File: src/rtl/tdm_demux_1to4_pkg.sv
// Shared TDM link definitions: slot geometry and receiver state encoding.
// The state values match the encodings used on the mux/serialiser side.
package tdm_demux_1to4_pkg;

  localparam int unsigned TDM_NUM_SLOTS = 4;
  localparam int unsigned TDM_SLOT_W    = 2;

  typedef logic [TDM_SLOT_W-1:0] slot_t;

  typedef enum logic {
    ST_HUNT   = 1'b0,
    ST_LOCKED = 1'b1
  } tdm_state_e;

  localparam slot_t SLOT_FIRST = '0;
  localparam slot_t SLOT_ONE   = slot_t'(1);
  localparam slot_t SLOT_LAST  = slot_t'(TDM_NUM_SLOTS - 1);

endpackage

File: src/rtl/tdm_demux_1to4_slot_counter.sv
// Slot counter for the TDM receiver: enable-driven increment wrapping at the
// last slot, synchronous load (priority over enable), asynchronous reset.
module tdm_slot_counter
  import tdm_demux_1to4_pkg::*;
(
  input  logic                  clk,
  input  logic                  reset,
  input  logic                  en,
  input  logic                  load,
  input  logic [TDM_SLOT_W-1:0] load_val,
  output logic [TDM_SLOT_W-1:0] count
);

  slot_t count_q;
  slot_t count_d;

  always_comb begin
    count_d = count_q;
    if (load) begin
      count_d = load_val;
    end else if (en) begin
      count_d = (count_q == SLOT_LAST) ? SLOT_FIRST : count_q + SLOT_ONE;
    end
  end

  always_ff @(posedge clk or posedge reset) begin
    if (reset) begin
      count_q <= SLOT_FIRST;
    end else begin
      count_q <= count_d;
    end
  end

  assign count = count_q;

endmodule

File: src/rtl/tdm_demux_1to4.sv
// Receive side of the 4:1 TDM link: aligns on frame_sync, collects slots 0..2
// in shadow registers and publishes all four lanes atomically on slot 3.
module tdm_demux_1to4
  import tdm_demux_1to4_pkg::*;
#(
  parameter int unsigned WIDTH = 1
) (
  input  logic                  clk,
  input  logic                  reset,
  input  logic [WIDTH-1:0]      din,
  input  logic                  din_valid,
  input  logic                  frame_sync,
  output logic [WIDTH-1:0]      out0,
  output logic [WIDTH-1:0]      out1,
  output logic [WIDTH-1:0]      out2,
  output logic [WIDTH-1:0]      out3,
  output logic                  frame_valid,
  output logic [TDM_SLOT_W-1:0] slot_sel,
  output logic                  locked,
  output logic                  sync_err
);

  tdm_state_e       state_q, state_d;
  logic [WIDTH-1:0] shadow_q [3];
  logic [WIDTH-1:0] shadow_d [3];
  logic [WIDTH-1:0] out_q    [4];
  logic [WIDTH-1:0] out_d    [4];
  logic             frame_valid_q, frame_valid_d;
  logic             sync_err_q, sync_err_d;

  slot_t slot;
  logic  cnt_en;
  logic  cnt_load;
  slot_t cnt_load_val;

  tdm_slot_counter u_slot_counter (
    .clk      (clk),
    .reset    (reset),
    .en       (cnt_en),
    .load     (cnt_load),
    .load_val (cnt_load_val),
    .count    (slot)
  );

  // A frame_sync beat always restarts the frame at slot 0, whatever the state;
  // it only counts as an error when it interrupts a frame already in progress.
  always_comb begin
    state_d       = state_q;
    shadow_d      = shadow_q;
    out_d         = out_q;
    frame_valid_d = 1'b0;
    sync_err_d    = 1'b0;
    cnt_en        = 1'b0;
    cnt_load      = 1'b0;
    cnt_load_val  = SLOT_FIRST;

    if (din_valid) begin
      if (frame_sync) begin
        shadow_d[0]  = din;
        cnt_load     = 1'b1;
        cnt_load_val = SLOT_ONE;
        state_d      = ST_LOCKED;
        if (state_q == ST_LOCKED && slot != SLOT_FIRST) begin
          sync_err_d = 1'b1;
        end
      end else if (state_q == ST_LOCKED) begin
        if (slot == SLOT_FIRST) begin
          sync_err_d   = 1'b1;
          state_d      = ST_HUNT;
          cnt_load     = 1'b1;
          cnt_load_val = SLOT_FIRST;
        end else if (slot == SLOT_LAST) begin
          out_d[0]      = shadow_q[0];
          out_d[1]      = shadow_q[1];
          out_d[2]      = shadow_q[2];
          out_d[3]      = din;
          frame_valid_d = 1'b1;
          cnt_en        = 1'b1;
        end else begin
          case (slot)
            2'd1:    shadow_d[1] = din;
            2'd2:    shadow_d[2] = din;
            default: ;
          endcase
          cnt_en = 1'b1;
        end
      end
    end
  end

  always_ff @(posedge clk or posedge reset) begin
    if (reset) begin
      state_q       <= ST_HUNT;
      shadow_q      <= '{default: '0};
      out_q         <= '{default: '0};
      frame_valid_q <= 1'b0;
      sync_err_q    <= 1'b0;
    end else begin
      state_q       <= state_d;
      shadow_q      <= shadow_d;
      out_q         <= out_d;
      frame_valid_q <= frame_valid_d;
      sync_err_q    <= sync_err_d;
    end
  end

  assign out0        = out_q[0];
  assign out1        = out_q[1];
  assign out2        = out_q[2];
  assign out3        = out_q[3];
  assign frame_valid = frame_valid_q;
  assign sync_err    = sync_err_q;
  assign slot_sel    = slot;
  assign locked      = (state_q == ST_LOCKED);

endmodule

File: config.mk
export PLATFORM = sky130hd
export DESIGN_NAME = tdm_demux_1to4
export DESIGN_NICKNAME = d
export VERILOG_FILES = /design/src/rtl/tdm_demux_1to4_pkg.sv /design/src/rtl/tdm_demux_1to4_slot_counter.sv /design/src/rtl/tdm_demux_1to4.sv
export SDC_FILE = /design/constraint.sdc
export NUM_CORES = 1
export LEC_CHECK = 0
export ABC_AREA = 1
export CORE_MARGIN = 2
export CORE_UTILIZATION = 28
export DETAILED_ROUTE_END_ITERATION = 8
export GPL_TIMING_DRIVEN = 0
export HOLD_SLACK_MARGIN = 0.12
export PLACE_DENSITY = 0.56
export SLEW_MARGIN = 20
export SYNTH_ARGS = -nofsm -noshare
export SYNTH_HDL_FRONTEND = slang
export SYNTH_SLANG_ARGS = --single-unit
File: constraint.sdc
create_clock -name clk -period 1.5 [get_ports clk]
set_input_delay 0.15 -clock clk [delete_from_list [all_inputs] [get_ports clk]]
set_output_delay 0.15 -clock clk [all_outputs]
set_load 0.01 [all_outputs]
==> results.yml <==
status:
  status: "finished, final reports clean"
critical_path:
  crit_buf_inv: 1
  r2r_cells: 8
  path_cells: "clkdlybuf4s50_1"
  reg2reg_slack_ns: 0.16
  cp-start-kind: "flop"
  slowest_stage: "clkdlybuf4s50_1"
  critPathRequiredTime_ns: 1.35
  r2r-end: "out3$_DFFE_PP0P_"
  critPathCaptureType: "output port"
  path_depth: 1
  path_class: "reg -> out"
  rr_startpoint: "u_slot_counter.count[1]$_DFFE_PP0P_"
  startpoint: "u_slot_counter.count[1]$_DFFE_PP0P_"
  cp.arrival_ns: 1.25
  slowest_delay_ns: 0.55
  critPathCapture: "slot_sel[1]"
  cp_top_family: "buffers and inverters"
  crit_fanout: 6
sta:
  tightestPinTransition_ns: 0.468
  tns_ns: 0
  final.min_clock_period_ns: 1.40
  finalHoldViolCount: 0
  rsz0062_at_grt: "no"
  timing.fmax_mhz: 716
  drv_slew: 0
  finalWorstSetupSlack_ns: 0.104
  skew_ns: 0.00983
  slew-limit-headroom: 0.687
  finalSetupViolations: 0
  period_share: 0.931
die:
  core_area_um2: 2190
  die_y_um: 52.0
  num_rows: 17
  dieArea_um2: 2700
  die_w_um: 52.0
  io_pins: 14
  start_util: 0.294
cells_and_area:
  drive_gt1_frac: 0.122
  post_layout_nonfiller_instances: 126
  area_growth_pct: 34.0
  fin_nets: 110
  fin_util: 0.394
  final_cell_mix: "nand2_1 (30), clkdlybuf4s50_1 (13), nand3_1 (12)"
  diodes: 0
  mostFrequentLayoutCell: "nand2_1"
power:
  p_leak_nw: 0.461
  p_sw_frac: 0.365
  p_total_mw: 1.32
  vdd_drop_max_v: 0.000711
  p_switching_uw: 480
  pwr-share-clk: 0.201
  power.internal_uw: 835
  combinationalPowerShare: 0.439
  seq_power_share: 0.360
  cellPowerDensity_nw_per_um2: 1520
synthesis:
  syn_nets: 90
  yosys-top-cells-area: "dfrtp_1 (47%), nand2_1 (17%), ha_1 (12%), nand3_1 (9.3%), inv_1 (4.1%)"
  synth_top_area_share: 0.466
  syn_inst: 79
  synth-seq-cells: 12
  yosys_warnings: 0
  syn_area_per_cell_um2: 8.16
  syn_area_um2: 644
  yosys.area.top_type: "dfrtp_1"
  yosysSeqAreaShare: 0.466
  synth.distinct_cells: 12
clock_network:
  numCtsBuffers: 3
  clock_latency_ns: 0.28
  postCtsHoldBufs: 0
  cts.htree.levels: 1
  cts.clk_slew.worst_paths_ns: 0.09
  cts_buffer_depth: 2
  clockRootBuffer: "clkbuf_4"
  cts_tree: "done"
  clock_sink_count: 12
routing:
  drt-initial-drc-count: 23
  drc: 0
  top_layer_used: "met4"
  wl_met2_um: 587
  dr.pass1.iters: 4
  wl_per_cell_um: 10.0
  wl_met3_um: 65
  drtAntennaViolNets: 0
  wl_mm: 1.27
  vias: 555
  wl_met1_um: 590
  via_per_inst: 4.40
global_routing:
  grt_pass1_wl_mm: 2.16
  grt_max_degree: 13
  grtUsageTotal: 0.111
  grt_pass1_vias: 492
  grt_overflow_total: 0
  antenna_found_initial: 0
place:
  portBuffers: 13
  gp_congestion: 0.748
  dp.cells: 120
  dpl_worst_slack_ns: 0.0727
  dp_hpwl_um: 943
job:
  maxCapViolations: 0
worst_hold_path:
  hold_path.class: "in -> async"
## cell type report
cell class                      instances  area (um2)
Timing Repair Buffer                   15         145
Buffer                                  1        7.51
Clock buffer                            4        36.3
Sequential cell                        12         303
Fill cell                             231        1330
Tap cell                               28        35.0
Inverter                                7        26.3
Multi-Input combinational cell         59         310
## per-layer routing
layer  vias up  global-route usage
met3         2              0.0431
met2        15               0.175
li1        286                   -
met5         -                   0
met4         0              0.0526
met1       252               0.132
## cells in the mapped netlist
library cell and count:
a21oi_1 1, buf_4 1, ha_1 6, dfrtp_1 12, nand2_1 30, nand3_1 12
inv_1 7, nand2_2 1, nand2_4 1, nor2_1 5, nor2_4 1, o21ai_0 2
## state kept, by name, summed over array words and instances (netlist names)
signal                cells
frame_valid               1
locked                    1
out0                      1
out1                      1
out2                      1
out3                      1
shadow_q                  3
sync_err                  1
u_slot_counter.count      2
## what timing repair did
action | in CTS | in global routing
buffers inserted | 0 | 2
gates resized for setup | 0 | 2
hold endpoints to repair | 0 | 0
endpoints found under the setup margin | 0 | 10
## how the worst min path moves through the flow
stage                                    endpoint  slack (ns)             start  depth (start not counted)
after floorplan             frame_valid$_DFF_PP0_        0.01             reset                          1
after global placement           out1$_DFFE_PP0P_        0.46  out1$_DFFE_PP0P_                          2
after detailed placement         out2$_DFFE_PP0P_        0.46  out2$_DFFE_PP0P_                          2
after CTS                 shadow_q[2]$_DFFE_PP0P_        0.19             reset                          2
after global routing      shadow_q[2]$_DFFE_PP0P_        0.23             reset                          2
final                     shadow_q[2]$_DFFE_PP0P_        0.18             reset                          2
## power by group through the flow
stage          clock, mW  sequential, mW  combinational, mW
2_1_floorplan          0           0.502              0.306
3_3_place_gp           0           0.482              0.526
3_5_place_dp           0           0.485              0.534
4_1_cts            0.275           0.479              0.536
5_1_grt            0.294           0.486              0.658
6_report           0.264           0.473              0.578
## stage by stage
stage	instance area (um2)	hold WS, ns
after floorplan	644	0.0147
after global routing	863	0.226
after detailed placement	810	0.458
after CTS	846	0.194
final	863	0.177
after global placement	810	0.457
## kinds of logic after synthesis
logic type,Yosys count,share of synthesized area
adders and majority gates,6,0.117
AOI/OAI and AO/OA,3,0.0233
and+or+nand+nor,50,0.342
buffers and inverters,8,0.0524
DFF,12,0.466
(Power assumes the default switching activity.)
